$ cat src/rtl/rmii_frame_tx_if.sv
// rtl/rmii_frame_tx_if.sv - send/upstream-dibit/RMII signal bundle for rmii_frame_tx
interface rmii_frame_tx_if;
    logic        send;
    logic        axiiv;
    logic [1:0]  axiid;
    logic        stall;
    logic        txen;
    logic [1:0]  txd;
    logic        busy;
    logic        underrun_err;
    logic [15:0] frame_count;

    modport master (output send, axiiv, axiid,
                    input  stall, txen, txd, busy, underrun_err, frame_count);
    modport slave  (input  send, axiiv, axiid,
                    output stall, txen, txd, busy, underrun_err, frame_count);
endinterface

$ cat src/rtl/rmii_frame_tx.sv
// rtl/rmii_frame_tx.sv - wraps paced payload dibits into an RMII frame with preamble, FCS and IFG
module rmii_frame_tx #(
    parameter int PAYLOAD_DIBITS = 5600,
    parameter int LEAD           = 3,
    parameter int IFG_DIBITS     = 48
) (
    input  logic           clk,
    input  logic           rst_n,
    rmii_frame_tx_if.slave bus
);
    localparam logic [2:0]  ST_IDLE  = 3'd0;
    localparam logic [2:0]  ST_PRE   = 3'd1;
    localparam logic [2:0]  ST_PAY   = 3'd2;
    localparam logic [2:0]  ST_FCS   = 3'd3;
    localparam logic [2:0]  ST_IFG   = 3'd4;
    localparam logic [31:0] CRC_POLY = 32'hEDB88320;
    // Preamble count at which the first request is registered; negative means the send edge itself.
    localparam int          REQ_START = 30 - LEAD;
    localparam logic [15:0] PAY_LAST  = 16'(PAYLOAD_DIBITS - 1);
    localparam logic [7:0]  IFG_LAST  = 8'(IFG_DIBITS - 1);

    logic [2:0]  state_q,   state_d;
    logic [4:0]  pre_cnt_q, pre_cnt_d;
    logic [15:0] pay_cnt_q, pay_cnt_d;
    logic [3:0]  fcs_cnt_q, fcs_cnt_d;
    logic [7:0]  ifg_cnt_q, ifg_cnt_d;
    logic [15:0] req_cnt_q, req_cnt_d;
    logic [31:0] crc_q,     crc_d;
    logic        stall_q,   stall_d;
    logic        txen_q,    txen_d;
    logic [1:0]  txd_q,     txd_d;
    logic        busy_q,    busy_d;
    logic        err_q,     err_d;
    logic [15:0] fc_q,      fc_d;
    logic        start_req;

    function automatic logic [31:0] crc_dibit(input logic [31:0] c, input logic [1:0] d);
        logic [31:0] r;
        r = c;
        for (int i = 0; i < 2; i++) begin
            r = (r >> 1) ^ (((r[0] ^ d[i]) == 1'b1) ? CRC_POLY : 32'h0);
        end
        return r;
    endfunction

    assign start_req = (REQ_START < 0) ? (state_q == ST_IDLE && bus.send)
                                       : (state_q == ST_PRE && int'(pre_cnt_q) == REQ_START);

    always_comb begin
        state_d   = state_q;
        pre_cnt_d = pre_cnt_q;
        pay_cnt_d = pay_cnt_q;
        fcs_cnt_d = fcs_cnt_q;
        ifg_cnt_d = ifg_cnt_q;
        req_cnt_d = req_cnt_q;
        crc_d     = crc_q;
        stall_d   = stall_q;
        txen_d    = txen_q;
        txd_d     = txd_q;
        err_d     = err_q;
        fc_d      = fc_q;

        // Request window: one stall-low cycle per payload dibit, independent of the tx state.
        if (!stall_q) begin
            if (req_cnt_q == PAY_LAST) begin
                stall_d = 1'b1;
            end else begin
                req_cnt_d = req_cnt_q + 16'd1;
            end
        end
        if (start_req) begin
            stall_d   = 1'b0;
            req_cnt_d = '0;
        end

        case (state_q)
            ST_IDLE: begin
                txen_d = 1'b0;
                txd_d  = 2'b00;
                if (bus.send) begin
                    state_d   = ST_PRE;
                    pre_cnt_d = '0;
                    txen_d    = 1'b1;
                    txd_d     = 2'b01;
                    err_d     = 1'b0;
                end
            end
            ST_PRE: begin
                if (pre_cnt_q == 5'd30) begin
                    txd_d     = 2'b11;
                    state_d   = ST_PAY;
                    pay_cnt_d = '0;
                    crc_d     = 32'hFFFFFFFF;
                end else begin
                    txd_d     = 2'b01;
                    pre_cnt_d = pre_cnt_q + 5'd1;
                end
            end
            ST_PAY: begin
                if (!bus.axiiv) begin
                    txen_d    = 1'b0;
                    txd_d     = 2'b00;
                    stall_d   = 1'b1;
                    err_d     = 1'b1;
                    state_d   = ST_IFG;
                    ifg_cnt_d = '0;
                end else begin
                    txd_d = bus.axiid;
                    crc_d = crc_dibit(crc_q, bus.axiid);
                    if (pay_cnt_q == PAY_LAST) begin
                        state_d   = ST_FCS;
                        fcs_cnt_d = '0;
                    end else begin
                        pay_cnt_d = pay_cnt_q + 16'd1;
                    end
                end
            end
            ST_FCS: begin
                // Shift the register out LSB dibit first; it is dead after the FCS.
                txd_d     = ~crc_q[1:0];
                crc_d     = crc_q >> 2;
                fcs_cnt_d = fcs_cnt_q + 4'd1;
                if (fcs_cnt_q == 4'd15) begin
                    state_d   = ST_IFG;
                    ifg_cnt_d = '0;
                    fc_d      = fc_q + 16'd1;
                end
            end
            ST_IFG: begin
                txen_d    = 1'b0;
                txd_d     = 2'b00;
                ifg_cnt_d = ifg_cnt_q + 8'd1;
                if (ifg_cnt_q == IFG_LAST) begin
                    state_d = ST_IDLE;
                end
            end
            default: begin
                state_d = ST_IDLE;
                txen_d  = 1'b0;
                txd_d   = 2'b00;
                stall_d = 1'b1;
            end
        endcase

        busy_d = (state_d != ST_IDLE);
    end

    always_ff @(posedge clk or negedge rst_n) begin
        if (!rst_n) begin
            state_q   <= ST_IDLE;
            pre_cnt_q <= '0;
            pay_cnt_q <= '0;
            fcs_cnt_q <= '0;
            ifg_cnt_q <= '0;
            req_cnt_q <= '0;
            crc_q     <= 32'hFFFFFFFF;
            stall_q   <= 1'b1;
            txen_q    <= 1'b0;
            txd_q     <= 2'b00;
            busy_q    <= 1'b0;
            err_q     <= 1'b0;
            fc_q      <= '0;
        end else begin
            state_q   <= state_d;
            pre_cnt_q <= pre_cnt_d;
            pay_cnt_q <= pay_cnt_d;
            fcs_cnt_q <= fcs_cnt_d;
            ifg_cnt_q <= ifg_cnt_d;
            req_cnt_q <= req_cnt_d;
            crc_q     <= crc_d;
            stall_q   <= stall_d;
            txen_q    <= txen_d;
            txd_q     <= txd_d;
            busy_q    <= busy_d;
            err_q     <= err_d;
            fc_q      <= fc_d;
        end
    end

    assign bus.stall        = stall_q;
    assign bus.txen         = txen_q;
    assign bus.txd          = txd_q;
    assign bus.busy         = busy_q;
    assign bus.underrun_err = err_q;
    assign bus.frame_count  = fc_q;
endmodule

$ cat src/flat_wrapper.sv
// flat-port wrapper written by rule: the top's interface ports become plain ports
module rmii_frame_tx_flat 
#(
    parameter int PAYLOAD_DIBITS = 5600,
    parameter int LEAD           = 3,
    parameter int IFG_DIBITS     = 48
)
  (clk, rst_n, bus_send, bus_axiiv, bus_axiid, bus_stall, bus_txen, bus_txd, bus_busy, bus_underrun_err, bus_frame_count);
  rmii_frame_tx_if bus_i ();
  input  logic clk;
  input  logic rst_n;
  input wire logic [$bits(bus_i.send)-1:0] bus_send;
  input wire logic [$bits(bus_i.axiiv)-1:0] bus_axiiv;
  input wire logic [$bits(bus_i.axiid)-1:0] bus_axiid;
  output wire logic [$bits(bus_i.stall)-1:0] bus_stall;
  output wire logic [$bits(bus_i.txen)-1:0] bus_txen;
  output wire logic [$bits(bus_i.txd)-1:0] bus_txd;
  output wire logic [$bits(bus_i.busy)-1:0] bus_busy;
  output wire logic [$bits(bus_i.underrun_err)-1:0] bus_underrun_err;
  output wire logic [$bits(bus_i.frame_count)-1:0] bus_frame_count;
  assign bus_i.send = bus_send;
  assign bus_i.axiiv = bus_axiiv;
  assign bus_i.axiid = bus_axiid;
  assign bus_stall = bus_i.stall;
  assign bus_txen = bus_i.txen;
  assign bus_txd = bus_i.txd;
  assign bus_busy = bus_i.busy;
  assign bus_underrun_err = bus_i.underrun_err;
  assign bus_frame_count = bus_i.frame_count;
  rmii_frame_tx #(.PAYLOAD_DIBITS(PAYLOAD_DIBITS), .LEAD(LEAD), .IFG_DIBITS(IFG_DIBITS)) u_core (.clk(clk), .rst_n(rst_n), .bus(bus_i));
endmodule
$ cat config.mk
export PLATFORM = sky130hd
export DESIGN_NAME = rmii_frame_tx_flat
export DESIGN_NICKNAME = d
export VERILOG_FILES = /design/src/rtl/rmii_frame_tx_if.sv /design/src/rtl/rmii_frame_tx.sv /design/src/flat_wrapper.sv
export SDC_FILE = /design/constraint.sdc
export NUM_CORES = 1
export LEC_CHECK = 0
export ABC_AREA = 1
export BUFFER_PORTS_ARGS = -buffer_cell sky130_fd_sc_hd__buf_4
export CORE_ASPECT_RATIO = 0.9
export CORE_MARGIN = 4
export CORE_UTILIZATION = 40
export DETAILED_ROUTE_END_ITERATION = 10
export PLACE_DENSITY = 0.59
export RECOVER_POWER = 50
export SLEW_MARGIN = 20
export SYNTH_ARGS = -nofsm -noshare
export SYNTH_HDL_FRONTEND = slang
export SYNTH_SLANG_ARGS = --single-unit
$ cat constraint.sdc
create_clock -name clk -period 2.65 [get_ports clk]
set_input_delay 0.3975 -clock clk [delete_from_list [all_inputs] [get_ports clk]]
set_output_delay 0.3975 -clock clk [all_outputs]
set_load 0.03 [all_outputs]
## Word level (Yosys, flattened, before mapping)

Index checks and enable logic that the tools add are counted.

- Register bits: 106
- Input bits: 6
- Word-level logic and storage cells: 108

- $add $sub $neg: 6
- Equality and inequality tests: 20
- Muxes and demuxes: 43
- Bitwise operators: 6
- Reductions and logical operators: 20

Operators with widths:

| kind | count |
|---|---|
| 2-to-1 mux 32 bit | 4 |
| 2-to-1 mux 16 bit | 6 |
| case mux 32 bit (3 select lines) | 1 |
| bitwise XOR 31 x 32 -> 32 bit | 2 |
| adder 16 x 1 -> 16 bit, second input constant | 3 |
| equality test 16 x 13 -> 1 bit, second input constant | 2 |
| case mux 16 bit (2 select lines) | 1 |
| case mux 8 bit (3 select lines) | 1 |
| 2-to-1 mux 3 bit | 6 |
| 2-to-1 mux 8 bit | 2 |
| case mux 3 bit (5 select lines) | 1 |
| AND reduction 3 bit | 5 |
| != test 2 bit, second input constant | 7 |
| 2-to-1 mux 5 bit | 2 |
| case mux 5 bit (2 select lines) | 1 |
| 2-to-1 mux 1 bit | 9 |
| nonzero test 3 bit | 3 |
| adder 8 x 1 -> 8 bit, second input constant | 1 |
| equality test 8 x 6 -> 1 bit, second input constant | 1 |
| 2-to-1 mux 4 bit | 2 |
| case mux 2 bit (4 select lines) | 1 |
| case mux 4 bit (2 select lines) | 1 |
| nonzero test 2 bit | 4 |
| equality test 3 x 2 -> 1 bit, second input constant | 2 |
| other kinds (20) | 27 |

## Longest topological paths before layout

Gate-level depths: netlist of run 1.

- Depth after elaboration: 8
- Mapped depth: 12
- Gate-level depth less buffers: 11

## Worst setup path after synthesis of run 1

OpenSTA, ideal clock, no wires.

- Path kind: flip-flop to flip-flop
- From: reg u_core.pay_cnt_q[0]
- To: reg u_core.pay_cnt_q[13]
- Arrival time: 1475 ps
- Required time: 2533 ps
- Slack: 1058 ps
- Cell stages (with the launch flop): 13
- Buffers on the path: 1
- Clock period less this slack: 1592 ps
- Cell sequence: dfrtp_1 -> ha_1 -> nand2_1 -> inv_1 -> nand2_1 -> nor2_1 -> nand2_1 -> nand2_2 -> nand2_2 -> nand2_4 -> buf_6 -> nand2_1 -> nand2_1

- Word-level cells in the longest chain between the ends: 4

RTL lines:

| item | line | RTL |
|---|---|---|
| from (decl) | rmii_frame_tx.sv:24 | `logic [15:0] pay_cnt_q, pay_cnt_d;` |
| from (signal assigned) | rmii_frame_tx.sv:166 | `pay_cnt_q <= pay_cnt_d;` |
| adder 16 x 1 -> 16 bit | rmii_frame_tx.sv:114 | `pay_cnt_d = pay_cnt_q + 16'd1;` |
| 2-to-1 mux 16 bit | rmii_frame_tx.sv:110 | `if (pay_cnt_q == PAY_LAST) begin` |
| 2-to-1 mux 16 bit | rmii_frame_tx.sv:100 | `if (!bus.axiiv) begin` |
| case mux 16 bit (2 select lines) | rmii_frame_tx.sv:76 | `case (state_q)` |

Parallel ways exist; a longest one is shown, timed or not. The select of a mux whose other input is x is not followed.
A chain may end at the register's enable or synchronous reset.

## Worst setup path after layout of run 1

- From: reg u_core.state_q[1]
- To: reg u_core.fcs_cnt_q[0]

- Word-level cells in the longest chain between the ends: 3

RTL lines:

| item | line | RTL |
|---|---|---|
| from (decl) | rmii_frame_tx.sv:22 | `logic [2:0] state_q, state_d;` |
| from (signal assigned) | rmii_frame_tx.sv:164 | `state_q <= state_d;` |
| equality test 3 x 2 -> 1 bit | rmii_frame_tx.sv:76 |  |
| != test 2 x 1 -> 1 bit (no line), or another cell as far along | -- |  |
| AND reduction 3 bit (no line) | -- |  |
| to (signal assigned) | rmii_frame_tx.sv:167 | `fcs_cnt_q <= fcs_cnt_d;` |
| to (decl) | rmii_frame_tx.sv:25 | `logic [3:0] fcs_cnt_q, fcs_cnt_d;` |

Parallel ways exist; a longest one is shown, timed or not.

==> Flow_metrics.wiki, run 1 <==
{| class="wikitable"
! Metric !! Value
|-
| Synthesis-to-layout area growth || 10.1%
|-
| Final critical path time including I/O delays and setup || 2.19 ns
|-
| Largest clock skew in the final design || 0.00861 ns
|-
| # rows || 42
|-
| Grt total ovfl || 0
|-
| Most numerous cell types in the synthesized netlist || 260 x sky130_fd_sc_hd__nand2_1, 83 x sky130_fd_sc_hd__nor2_1, 79 x sky130_fd_sc_hd__inv_1, 73 x sky130_fd_sc_hd__dfrtp_1, 62 x sky130_fd_sc_hd__nand3_1
|-
| WL/cell || 12.4 um
|-
| IO Count || 28
|-
| Number of enable flip-flop cells after synthesis || 0
|-
| Synth Register Bits || 106
|-
| Fill cell total of the finished layout || 1,560
|-
| Max-cap violations || 1
|-
| Static leakage || 3.08 nW
|-
| Max-slew violations || 29
|-
| Number of antenna-violating nets in the routed design || 0
|-
| Total of endpoints with negative setup slack in the final report || 0
|-
| CTS tree || done
|-
| Final Hold Vio Count || 0
|-
| Clock slew at the register clock pins of the worst setup and hold paths || 0.07 ns
|-
| Data arrival time of the worst path || 2.42 ns
|-
| Placeable Area || 14,700 um^2
|-
| Post-Syn Nets || 809
|-
| Count of different cell masters after synthesis || 41
|-
| Leading cell type by number of instances after synthesis || sky130_fd_sc_hd__nand2_1
|-
| Ratio of total power to cell area || 773 nW/um^2
|-
| Wire length of the first global-routing pass || 22.6 mm
|-
| Clock latency at the later pin of the worst-skew pair || 0.35 ns
|-
| Actual transition at the worst max-transition pin || 1.51 ns
|-
| Kind of critical path || reg -> reg
|-
| Vias in the first global route || 4,644
|-
| Floorplan die height || 124 um
|-
| Most area-consuming cells after synthesis || sky130_fd_sc_hd__dfrtp_1 30%, sky130_fd_sc_hd__nand2_1 16%, sky130_fd_sc_hd__dfstp_2 14%
|-
| Sequential cell area fraction in the yosys report || 0.448
|-
| Initial antenna violation count || 0
|-
| Maximum net fanout on the critical path || 18
|-
| Setup tns final || 0 ns
|-
| Total power draw || 0.00512 W
|-
| Horiz. Die Dim || 137 um
|-
| Maximum vdd drop || 0.000423 V
|-
| Share of post-route cells with drive strength above 1 || 0.115
|-
| Last weighted congestion value of the routability-driven placer || 0.841
|-
| Result of the run || finished with violations
|-
| Share of synthesized registers carrying an async set or reset || 1.00
|-
| Category of the worst setup path capture point || flop
|-
| Share of Yosys cell area claimed by the top area cell type || 0.304
|-
| Number of detailed-route iterations in the first pass || 5
|-
| Maximum clock frequency || 457 MHz
|-
| Failing checks || max-capacitance violations, max-slew violations
|-
| Number of instances in the synthesized netlist || 796
|-
| Maximum number of pins on one net before global-route repair || 54
|-
| Number of remaining DRC errors || 0
|-
| Worst EP required || 2.88 ns
|-
| RSZ-0062 raised after global routing || no
|-
| H-tree Lvls || 3
|-
| Number of buffers inserted by port buffering || 27
|-
| Setup bufs post-CTS || 0
|-
| Resized cells post-CTS || 0
|-
| Detail Placement HPWL || 9.41 mm
|-
| Leading area contributor after synthesis || sky130_fd_sc_hd__dfrtp_1
|-
| Largest buffer count on any clock path || 2
|-
| Die area || 17,100 um^2
|-
| Via density per instance || 4.81
|-
| Hold crit path type || in -> reg
|-
| Leading register cell type out of synthesis || sky130_fd_sc_hd__dfrtp_1
|-
| Mean area per synthesized cell || 7.56 um^2
|-
| Total number of vias || 4,938
|-
| Number of inserted diodes || 0
|-
| Drt initial violations || 296
|-
| Worst relative slew slack || -0.00346
|-
| Root Buffer || sky130_fd_sc_hd__clkbuf_16
|-
| Total detailed-routing wirelength || 12.8 mm
|-
| Warnings, synthesis || 0
|-
| Global router's overall resource usage || 0.162
|-
| Clk sinks || 106
|-
| Starting Density || 0.409
|-
| TritonCTS Buffers || 9
|-
| Netlist area before placement || 6020 um^2
|-
| Critical Path Source Type || flop
|-
| Final worst-path cycle share || 0.826
|-
| NumNets Final || 836
|}
## cells in the final DEF, fill, tap and decap left out, types with 5 or more instances in the layout
cell	synthesis	layout
sky130_fd_sc_hd__a21oi_1	17	17
sky130_fd_sc_hd__buf_4	4	16
sky130_fd_sc_hd__clkbuf_1	1	14
sky130_fd_sc_hd__clkbuf_16	0	9
sky130_fd_sc_hd__dfrtp_1	73	73
sky130_fd_sc_hd__dfstp_2	33	33
sky130_fd_sc_hd__ha_1	7	7
sky130_fd_sc_hd__inv_1	79	79
sky130_fd_sc_hd__nand2_1	260	260
sky130_fd_sc_hd__nand2_2	6	6
sky130_fd_sc_hd__nand3_1	62	62
sky130_fd_sc_hd__nand3b_1	5	5
sky130_fd_sc_hd__nand4_1	19	19
sky130_fd_sc_hd__nor2_1	83	83
sky130_fd_sc_hd__nor3_1	17	17
sky130_fd_sc_hd__o21a_1	6	6
sky130_fd_sc_hd__o21ai_0	33	33
sky130_fd_sc_hd__o21ai_1	12	12
sky130_fd_sc_hd__o21bai_1	6	6
sky130_fd_sc_hd__xnor2_1	11	11
sky130_fd_sc_hd__xor2_1	20	20
## power by group
part / total, W / switching [W] / internal, W
registers: 0.00240 / 0.000310 / 0.00209
clock network: 0.00126 / 0.000612 / 0.000646
logic: 0.00146 / 0.000960 / 0.000501
total: 0.00512 / 0.00188 / 0.00324
## critical path, cell delays in order, from the launching register on
cell,delay (ns)
sky130_fd_sc_hd__dfrtp_1,0.52
sky130_fd_sc_hd__inv_4,0.22
sky130_fd_sc_hd__nor2_8,0.05
sky130_fd_sc_hd__nand2_4,0.20
sky130_fd_sc_hd__nor2_4,0.07
sky130_fd_sc_hd__nor2_1,0.58
sky130_fd_sc_hd__nand2_1,0.25
sky130_fd_sc_hd__nand2_1,0.10
sky130_fd_sc_hd__o21ai_0,0.07
## stage by stage
step / std cells / hold slack [ns] / instance area [um^2] / setup WS (ns) / util
CTS: 1026 / 0.366 / 6680 / 0.416 / 0.454
global route: 1026 / 0.408 / 6620 / 0.132 / 0.450
finish: 1026 / 0.374 / 6620 / 0.462 / 0.450
detailed placement: 1009 / 0.352 / 6400 / 0.422 / 0.435
floorplan: 796 / 0.102 / 6020 / 1.06 / -
global placement: 1009 / 0.351 / 6400 / 0.458 / 0.435
## final cells by class
class                      instances  area, um^2  area share
timing repair buffer              30         186      0.0282
clock buffer                      11         233      0.0351
tap                              198         248      0.0374
multi-input combinational        592        2910       0.439
clock inverter                     5        36.3     0.00548
inverter                          84         320      0.0484
sequential                       106        2690       0.407
## per-layer routing
metal	wire length, um	GRT usage	share of wire
met1	6670	0.236	0.52
met5	0	0	0
met2	5620	0.243	0.44
met3	371	0.0412	0.029
met4	105	0.0329	0.0082
## worst paths after layout
check	slack [ns]	end	start	depth (start not counted)
worst min-delay path	0.37	u_core.bus.underrun_err	bus_axiiv	4
max in group asynchronous	0.53	u_core.bus.stall	rst_n	3
worst min register to register	0.46	u_core.crc_q[12]	u_core.crc_q[12]	2
worst max register to register	0.46	u_core.fcs_cnt_q[0]	u_core.state_q[1]	8
worst max-delay path	0.46	u_core.fcs_cnt_q[0]	u_core.state_q[1]	8
min in group asynchronous	0.95	u_core.pay_cnt_q[15]	rst_n	2
## what timing repair did
item                                    in CTS  in global routing
hold endpoints to repair                     8                  0
hold buffers                                 1                  0
endpoints found under the setup margin       0                  0
## state kept, by name (all words and copies together), names as in the netlist
signal / count
u_core.pre_cnt_q: 5
u_core.crc_q: 32
u_core.ifg_cnt_q: 8
u_core.pay_cnt_q: 16
u_core.bus.frame_count: 16
u_core.fcs_cnt_q: 4
u_core.state_q: 3
u_core.bus.busy: 1
u_core.req_cnt_q: 16
u_core.bus.txd: 2
u_core.bus.txen: 1
u_core.bus.underrun_err: 1
u_core.bus.stall: 1
## kinds of logic (layout without fill, tap and decap cells)
family,after synthesis,in the layout,share of synthesized area
AND/OR/NAND/NOR,471,471,0.344
flip-flops,106,106,0.448
buffers and inverters,98,130,0.0693
AO/OA/AOI/OAI,83,83,0.0795
XOR/XNOR,31,31,0.0451
adder cells (fa/ha/maj),7,7,0.0146
No activity file was read; power rests on OpenSTA's default activity.
==> run 2, diff against run 1 <==
==> constraint.sdc (replaced) <==
create_clock -name clk -period 2.2 [get_ports clk]
set_input_delay 0.33 -clock clk [delete_from_list [all_inputs] [get_ports clk]]
set_output_delay 0.33 -clock clk [all_outputs]
set_load 0.03 [all_outputs]
==> Flow_metrics.wiki, run 2 (synthesis results as in run 1) <==
{| class="wikitable"
! Metric !! Value
|-
| Result of the run || complete, no violations (was finished with violations)
|-
| Post-Place Worst Slack || 0.120 ns (was 0.422 ns)
|-
| Worst relative slew slack || 0.141 (was -0.00346)
|-
| Final Worst Setup Slack || 0.343 ns (was 0.462 ns)
|-
| Largest clock skew in the final design || 0.0119 ns (was 0.00861 ns)
|-
| RSZ-0062 raised after global routing || no (unchanged)
|-
| Wire length of the first global-routing pass || 22.9 mm (was 22.6 mm)
|-
| Most common library cell in the layout ignoring fill and taps || sky130_fd_sc_hd__nand2_1 (unchanged)
|-
| Ratio of total power to cell area || 942 nW/um^2 (was 773 nW/um^2)
|-
| Actual transition at the worst max-transition pin || 1.29 ns (was 1.51 ns)
|-
| Number of inserted diodes || 0 (unchanged)
|-
| Data arrival time of the worst path || 2.15 ns (was 2.42 ns)
|-
| Static leakage || 3.13 nW (was 3.08 nW)
|-
| Maximum number of pins on one net before global-route repair || 70 (was 54)
|-
| Reg-to-reg setup timing slack || 0.34 ns (was 0.46 ns)
|-
| Starting Density || 0.409 (unchanged)
|-
| Largest buffer count on any clock path || 2 (unchanged)
|-
| Worst reg-to-reg path cell count || 11 (was 8)
|-
| Global router's overall resource usage || 0.164 (was 0.162)
|-
| H-tree Lvls || 3 (unchanged)
|-
| Root Buffer || sky130_fd_sc_hd__clkbuf_16 (unchanged)
|-
| Flip-flop count of the largest register after layout || 32 (unchanged)
|-
| Number of remaining DRC errors || 0 (unchanged)
|-
| Synthesis-to-layout area growth || 12.3% (was 10.1%)
|-
| Number of antenna-violating nets in the routed design || 0 (unchanged)
|-
| FF-to-FF End || u_core.pay_cnt_q[14] (was u_core.fcs_cnt_q[0])
|-
| Kind of critical path || reg -> reg (unchanged)
|-
| Grt total ovfl || 0 (unchanged)
|-
| # rows || 42 (unchanged)
|-
| Maximum clock frequency || 539 MHz (was 457 MHz)
|-
| Logic pwr share || 0.290 (was 0.286)
|-
| Initial antenna violation count || 0 (unchanged)
|-
| IO Count || 28 (unchanged)
|-
| Top reg by flops || u_core.crc_q (unchanged)
|-
| Net switching power figure || 0.00230 W (was 0.00188 W)
|-
| Worst EP required || 2.49 ns (was 2.88 ns)
|-
| Maximum net fanout on the critical path || 16 (was 18)
|-
| Worst hold path startpoint || bus_axiiv (unchanged)
|-
| Horiz. Die Dim || 137 um (unchanged)
|-
| Critical Path Source Type || flop (unchanged)
|-
| Drt initial violations || 338 (was 296)
|-
| Die area || 17,100 um^2 (unchanged)
|-
| Final critical path time including I/O delays and setup || 1.86 ns (was 2.19 ns)
|-
| Top library cells by usage in the layout, fill and taps aside || 260 x sky130_fd_sc_hd__nand2_1, 82 x sky130_fd_sc_hd__nor2_1, 79 x sky130_fd_sc_hd__inv_1 (was 260 x sky130_fd_sc_hd__nand2_1, 83 x sky130_fd_sc_hd__nor2_1, 79 x sky130_fd_sc_hd__inv_1)
|-
| Number of detailed-route iterations in the first pass || 4 (was 5)
|-
| Final worst-path cycle share || 0.844 (was 0.826)
|-
| Clk sinks || 106 (unchanged)
|-
| Floorplan die height || 124 um (unchanged)
|-
| Vias in the first global route || 4,634 (was 4,644)
|-
| TritonCTS Buffers || 9 (unchanged)
|-
| CTS tree || done (unchanged)
|-
| Hold crit path type || in -> reg (unchanged)
|-
| Via density per instance || 4.84 (was 4.81)
|-
| Total internal power || 0.00407 W (was 0.00324 W)
|-
| WL/cell || 12.6 um (was 12.4 um)
|-
| NumNets Final || 847 (was 836)
|-
| Total number of vias || 5,019 (was 4,938)
|-
| Total detailed-routing wirelength || 13.1 mm (was 12.8 mm)
|-
| Number of buffers inserted by port buffering || 27 (unchanged)
|-
| Clock latency at the later pin of the worst-skew pair || 0.36 ns (was 0.35 ns)
|-
| Final Hold Vio Count || 0 (unchanged)
|-
| Hold worst-path end || u_core.bus.underrun_err (unchanged)
|-
| Total of endpoints with negative setup slack in the final report || 0 (unchanged)
|-
| Hold-critical path depth || 4 (unchanged)
|-
| Detail Placement HPWL || 9.39 mm (was 9.41 mm)
|-
| Setup bufs post-CTS || 0 (unchanged)
|-
| Last weighted congestion value of the routability-driven placer || 0.856 (was 0.841)
|-
| Share of post-route cells with drive strength above 1 || 0.128 (was 0.115)
|-
| Category of the worst setup path capture point || flop (unchanged)
|-
| Sequential power share || 0.455 (was 0.469)
|-
| Final Core Density || 0.459 (was 0.450)
|-
| Max-slew violations || 0 (was 29)
|-
| Startpoint of the worst register-to-register path || u_core.pay_cnt_q[0] (was u_core.state_q[1])
|-
| Clock network fraction of total power || 0.255 (was 0.246)
|-
| Clock slew at the register clock pins of the worst setup and hold paths || 0.07 ns (about the same)
|-
| Placeable Area || 14,700 um^2 (unchanged)
|-
| Maximum vdd drop || 0.000696 V (was 0.000423 V)
|-
| Max-cap violations || 0 (was 1)
|-
| Setup tns final || 0 ns (unchanged)
|-
| Switching power as a share of total power || 0.361 (was 0.368)
|}
## run 2: cell types whose count changed in the layout (fill, tap and decap cells not counted), sizes merged
cell | before | now
bufinv | 0 | 1
clkbuf | 23 | 24
inv | 87 | 85
buf | 17 | 26
clkinvlp | 0 | 3
clkinv | 2 | 1
## run 2: worst max path at each step
stage	from	to	slack, ns	depth (start not counted)
finish	u_core.pay_cnt_q[0]	u_core.pay_cnt_q[14]	0.34	11
floorplan	u_core.pay_cnt_q[0]	u_core.pay_cnt_q[13]	0.61	12
global route	rst_n	u_core.crc_q[6]	0.11	3
detailed placement	u_core.state_q[1]	u_core.fcs_cnt_q[0]	0.12	8
CTS	u_core.pre_cnt_q[0]	u_core.crc_q[22]	0.10	8
global placement	u_core.state_q[1]	u_core.fcs_cnt_q[3]	0.13	8
## run 2: power by group through the flow
stage | Sequential, W | Clock [W] | Combinational [W]
final | 0.00290 | 0.00163 | 0.00184
after global routing | 0.00296 | 0.00177 | 0.00213
after CTS | 0.00290 | 0.00169 | 0.00189
after detailed placement | 0.00292 | 0 | 0.00189
after global placement | 0.00293 | 0 | 0.00186
after floorplan | 0.00291 | 0 | 0.00135
## run 2: area by class of cell
cell class                 instances  area, um^2
fill                            1482        7960
clock inverter                     6        65.1
tap                              198         248
multi-input combinational        592        2920
timing repair buffer              41         285
inverter                          84         320
clock buffer                      10         229
sequential                       106        2690
## run 2: routing by layer
| metal | vias to the layer above | global-route usage | routed length (um) |
|---|---|---|---|
| li1 | 2621 | - | - |
| met1 | 2315 | 0.248 | 6830 |
| met2 | 74 | 0.240 | 5720 |
| met3 | 9 | 0.0412 | 445 |
| met4 | 0 | 0.0299 | 95 |
| met5 | - | 0 | 0 |
## run 2: worst max-delay path, stage by stage, from the launching register on
cell	delay [ns]
sky130_fd_sc_hd__dfrtp_1	0.45
sky130_fd_sc_hd__ha_1	0.25
sky130_fd_sc_hd__nand2_1	0.10
sky130_fd_sc_hd__inv_1	0.08
sky130_fd_sc_hd__nand2_1	0.05
sky130_fd_sc_hd__nor2_1	0.10
sky130_fd_sc_hd__nand2_1	0.13
sky130_fd_sc_hd__nand2_2	0.15
sky130_fd_sc_hd__nand2_2	0.14
sky130_fd_sc_hd__nand2_4	0.19
sky130_fd_sc_hd__nand2_1	0.08
sky130_fd_sc_hd__nand2_1	0.07
## run 2: metrics by stage
stage | std cells | power (W) | instance area [um^2] | hold slack (ns)
after floorplan | 796 | 0.00426 | 6020 | 0.0344
after global placement | 1020 | 0.00479 | 6490 | 0.248
after detailed placement | 1020 | 0.00481 | 6490 | 0.247
after CTS | 1037 | 0.00648 | 6800 | 0.283
after global routing | 1037 | 0.00686 | 6760 | 0.330
final | 1037 | 0.00637 | 6760 | 0.305
## run 2: repair_timing
action / in CTS / in global routing
hold buffers: 1 / 0
setup endpoints to repair: 0 / 12
hold endpoints to repair: 18 / 0
gates resized for setup: 0 / 2
==> run 3, diff against run 2 <==
==> constraint.sdc (replaced) <==
create_clock -name clk -period 1.9 [get_ports clk]
set_input_delay 0.285 -clock clk [delete_from_list [all_inputs] [get_ports clk]]
set_output_delay 0.285 -clock clk [all_outputs]
set_load 0.03 [all_outputs]
==> Flow_metrics.wiki, run 3 (synthesis results as in run 1) <==
{| class="wikitable"
! Metric !! Value
|-
| Post-Route Hold Slack || 0.246 ns (was 0.305 ns)
|-
| Number of detailed-route iterations in the first pass || 5 (was 4)
|-
| Crit-path max cell delay || 0.40 ns (was 0.45 ns)
|-
| FF-to-FF End || u_core.pay_cnt_q[10] (was u_core.pay_cnt_q[14])
|-
| Share of post-route cells with drive strength above 1 || 0.139 (was 0.128)
|-
| Final worst-path cycle share || 0.892 (was 0.844)
|-
| Reg-to-reg setup timing slack || 0.21 ns (was 0.34 ns)
|-
| Actual transition at the worst max-transition pin || 0.985 ns (was 1.29 ns)
|-
| Startpoint of the worst register-to-register path || u_core.pay_cnt_q[1] (was u_core.pay_cnt_q[0])
|-
| Worst hold path startpoint || bus_axiiv (unchanged)
|-
| Maximum number of pins on one net before global-route repair || 35 (was 70)
|-
| Largest buffer count on any clock path || 2 (unchanged)
|-
| Clock slew at the register clock pins of the worst setup and hold paths || 0.08 ns (was 0.07 ns)
|-
| Flip-flop count of the largest register after layout || 32 (unchanged)
|-
| Setup tns final || 0 ns (unchanged)
|-
| Total number of vias || 5,045 (was 5,019)
|-
| Max-cap violations || 0 (unchanged)
|-
| Worst EP required || 2.15 ns (was 2.49 ns)
|-
| Maximum vdd drop || 0.000575 V (was 0.000696 V)
|-
| Data arrival time of the worst path || 1.94 ns (was 2.15 ns)
|-
| Hold crit path type || in -> reg (unchanged)
|-
| Last weighted congestion value of the routability-driven placer || 0.818 (was 0.856)
|-
| H-tree Lvls || 3 (unchanged)
|-
| Number of remaining DRC errors || 0 (unchanged)
|-
| Worst relative slew slack || 0.343 (was 0.141)
|-
| Final Hold Vio Count || 0 (unchanged)
|-
| Total detailed-routing wirelength || 13.3 mm (was 13.1 mm)
|-
| RSZ-0062 raised after global routing || no (unchanged)
|-
| Final critical path time including I/O delays and setup || 1.69 ns (was 1.86 ns)
|-
| Root Buffer || sky130_fd_sc_hd__clkbuf_16 (unchanged)
|-
| # rows || 42 (unchanged)
|-
| Hold worst-path end || u_core.bus.underrun_err (unchanged)
|-
| Most common library cell in the layout ignoring fill and taps || sky130_fd_sc_hd__nand2_1 (unchanged)
|-
| Die area || 17,100 um^2 (unchanged)
|-
| Maximum clock frequency || 590 MHz (was 539 MHz)
|-
| Hold-critical path depth || 4 (unchanged)
|-
| Critical Path Source Type || flop (unchanged)
|-
| Clk sinks || 106 (unchanged)
|-
| Starting Density || 0.409 (unchanged)
|-
| Initial antenna violation count || 0 (unchanged)
|-
| Vias in the first global route || 4,701 (was 4,634)
|-
| Grt total ovfl || 0 (unchanged)
|-
| Number of buffers inserted by port buffering || 27 (unchanged)
|-
| Cell repeated most along the worst path || sky130_fd_sc_hd__nand2_1 (unchanged)
|-
| Total of endpoints with negative setup slack in the final report || 0 (unchanged)
|-
| Global router's overall resource usage || 0.165 (was 0.164)
|-
| Number of inserted diodes || 0 (unchanged)
|-
| Top library cells by usage in the layout, fill and taps aside || 260 x sky130_fd_sc_hd__nand2_1, 83 x sky130_fd_sc_hd__nor2_1, 79 x sky130_fd_sc_hd__inv_1 (was 260 x sky130_fd_sc_hd__nand2_1, 82 x sky130_fd_sc_hd__nor2_1, 79 x sky130_fd_sc_hd__inv_1)
|-
| Number of antenna-violating nets in the routed design || 0 (unchanged)
|-
| Cells traversed along the worst timing path || ha_1 > nand2_1 > inv_1 > nand2_1 > nor2_1 > nand2_1 > nand2_2 > nand2_2 > nand2_4 > nand2_1 > nand2_1 (unchanged)
|-
| Worst reg-to-reg path cell count || 11 (unchanged)
|-
| Wire length of the first global-routing pass || 22.9 mm (about the same)
|-
| WL/cell || 12.7 um (was 12.6 um)
|-
| Fill cell total of the finished layout || 1,522 (was 1,482)
|-
| Cell class contributing the biggest share of worst-path delay || simple AND/OR/NAND/NOR gates (unchanged)
|-
| Ratio of total power to cell area || 1090 nW/um^2 (was 942 nW/um^2)
|-
| Clock latency at the later pin of the worst-skew pair || 0.36 ns (about the same)
|-
| Category of the worst setup path capture point || flop (unchanged)
|-
| Slowest-stage cell, CP || sky130_fd_sc_hd__dfrtp_1 (unchanged)
|-
| Start point of the critical path || u_core.pay_cnt_q[1] (was u_core.pay_cnt_q[0])
|-
| Largest clock skew in the final design || 0.0169 ns (was 0.0119 ns)
|-
| CTS tree || done (unchanged)
|-
| TritonCTS Buffers || 9 (unchanged)
|-
| Synthesis-to-layout area growth || 14.4% (was 12.3%)
|-
| Detail Placement HPWL || 9.70 mm (was 9.39 mm)
|-
| IO Count || 28 (unchanged)
|-
| Floorplan die height || 124 um (unchanged)
|-
| Max-slew violations || 0 (unchanged)
|-
| NumNets Final || 857 (was 847)
|-
| Result of the run || complete, no violations (unchanged)
|-
| Via density per instance || 4.82 (was 4.84)
|-
| Drt initial violations || 344 (was 338)
|-
| Horiz. Die Dim || 137 um (unchanged)
|-
| Maximum net fanout on the critical path || 16 (unchanged)
|-
| Placeable Area || 14,700 um^2 (unchanged)
|-
| Top reg by flops || u_core.crc_q (unchanged)
|-
| Static leakage || 3.22 nW (was 3.13 nW)
|-
| Kind of critical path || reg -> reg (unchanged)
|-
| WP buf/inv || 1 (unchanged)
|}
-- run 3: changes by cell type in the layout (fill, tap and decap cells not counted), sizes merged --
cell / before / now
bufinv: 1 / 0
clkinv: 1 / 0
inv: 85 / 86
clkbuf: 24 / 28
buf: 26 / 36
clkinvlp: 3 / 0
-- run 3: what timing repair did --
| action | 4_1_cts | 5_1_grt |
|---|---|---|
| buffers inserted | 0 | 0 |
| endpoints found under the hold margin | 29 | 0 |
| setup endpoints to repair | 0 | 1 |
| gates resized for setup | 0 | 1 |
| hold buffers | 1 | 0 |
-- run 3: per-stage QoR --
step / instances / area [um^2] / setup WS (ns) / power (W) / util
global route: 1047 / 6880 / 0.0593 / 0.00805 / 0.468
global placement: 1030 / 6610 / 0.207 / 0.00560 / 0.449
CTS: 1047 / 6930 / 0.114 / 0.00761 / 0.471
detailed placement: 1030 / 6610 / 0.145 / 0.00562 / 0.449
floorplan: 796 / 6020 / 0.308 / 0.00493 / -
finish: 1047 / 6880 / 0.205 / 0.00749 / 0.468
-- run 3: worst min-delay path, cell delays in order --
cell	delay, ns
sky130_fd_sc_hd__buf_4	0.11
sky130_fd_sc_hd__nor2_4	0.05
sky130_fd_sc_hd__nor2_1	0.08
sky130_fd_sc_hd__nor2_1	0.04
-- run 3: worst max-delay path by stage --
stage	endpoint	slack [ns]	cells after the start
after floorplan	u_core.pay_cnt_q[13]	0.31	12
after global placement	u_core.crc_q[3]	0.21	9
after detailed placement	u_core.bus.frame_count[6]	0.15	7
after CTS	u_core.bus.frame_count[6]	0.11	7
after global routing	u_core.bus.frame_count[6]	0.06	7
final	u_core.pay_cnt_q[10]	0.21	11
-- run 3: area by class of cell --
cell class | count | area [um^2] | area share
clock buffers | 14 | 297 | 0.0431
inverters | 84 | 320 | 0.0466
flip-flops and latches | 106 | 2700 | 0.392
clock inverters | 2 | 15.0 | 0.00218
well taps | 198 | 248 | 0.0360
multi-input cells | 592 | 2910 | 0.422
repair buffers | 51 | 399 | 0.0580
-- run 3: metal layers --
metal | up-vias | track usage | part of all wire | wire [um]
li1 | 2657 | - | - | -
met1 | 2337 | 0.242 | 0.52 | 6840
met2 | 40 | 0.249 | 0.45 | 5950
met3 | 11 | 0.0351 | 0.026 | 344
met4 | 0 | 0.0352 | 0.0097 | 128
met5 | - | 0 | 0 | 0
-- run 3: where the power goes --
part           total (W)  switching [W]  internal (W)
Clock            0.00195       0.000855       0.00109
Combinational    0.00220        0.00139      0.000814
Sequential       0.00334       0.000426       0.00291
Total            0.00749        0.00267       0.00482
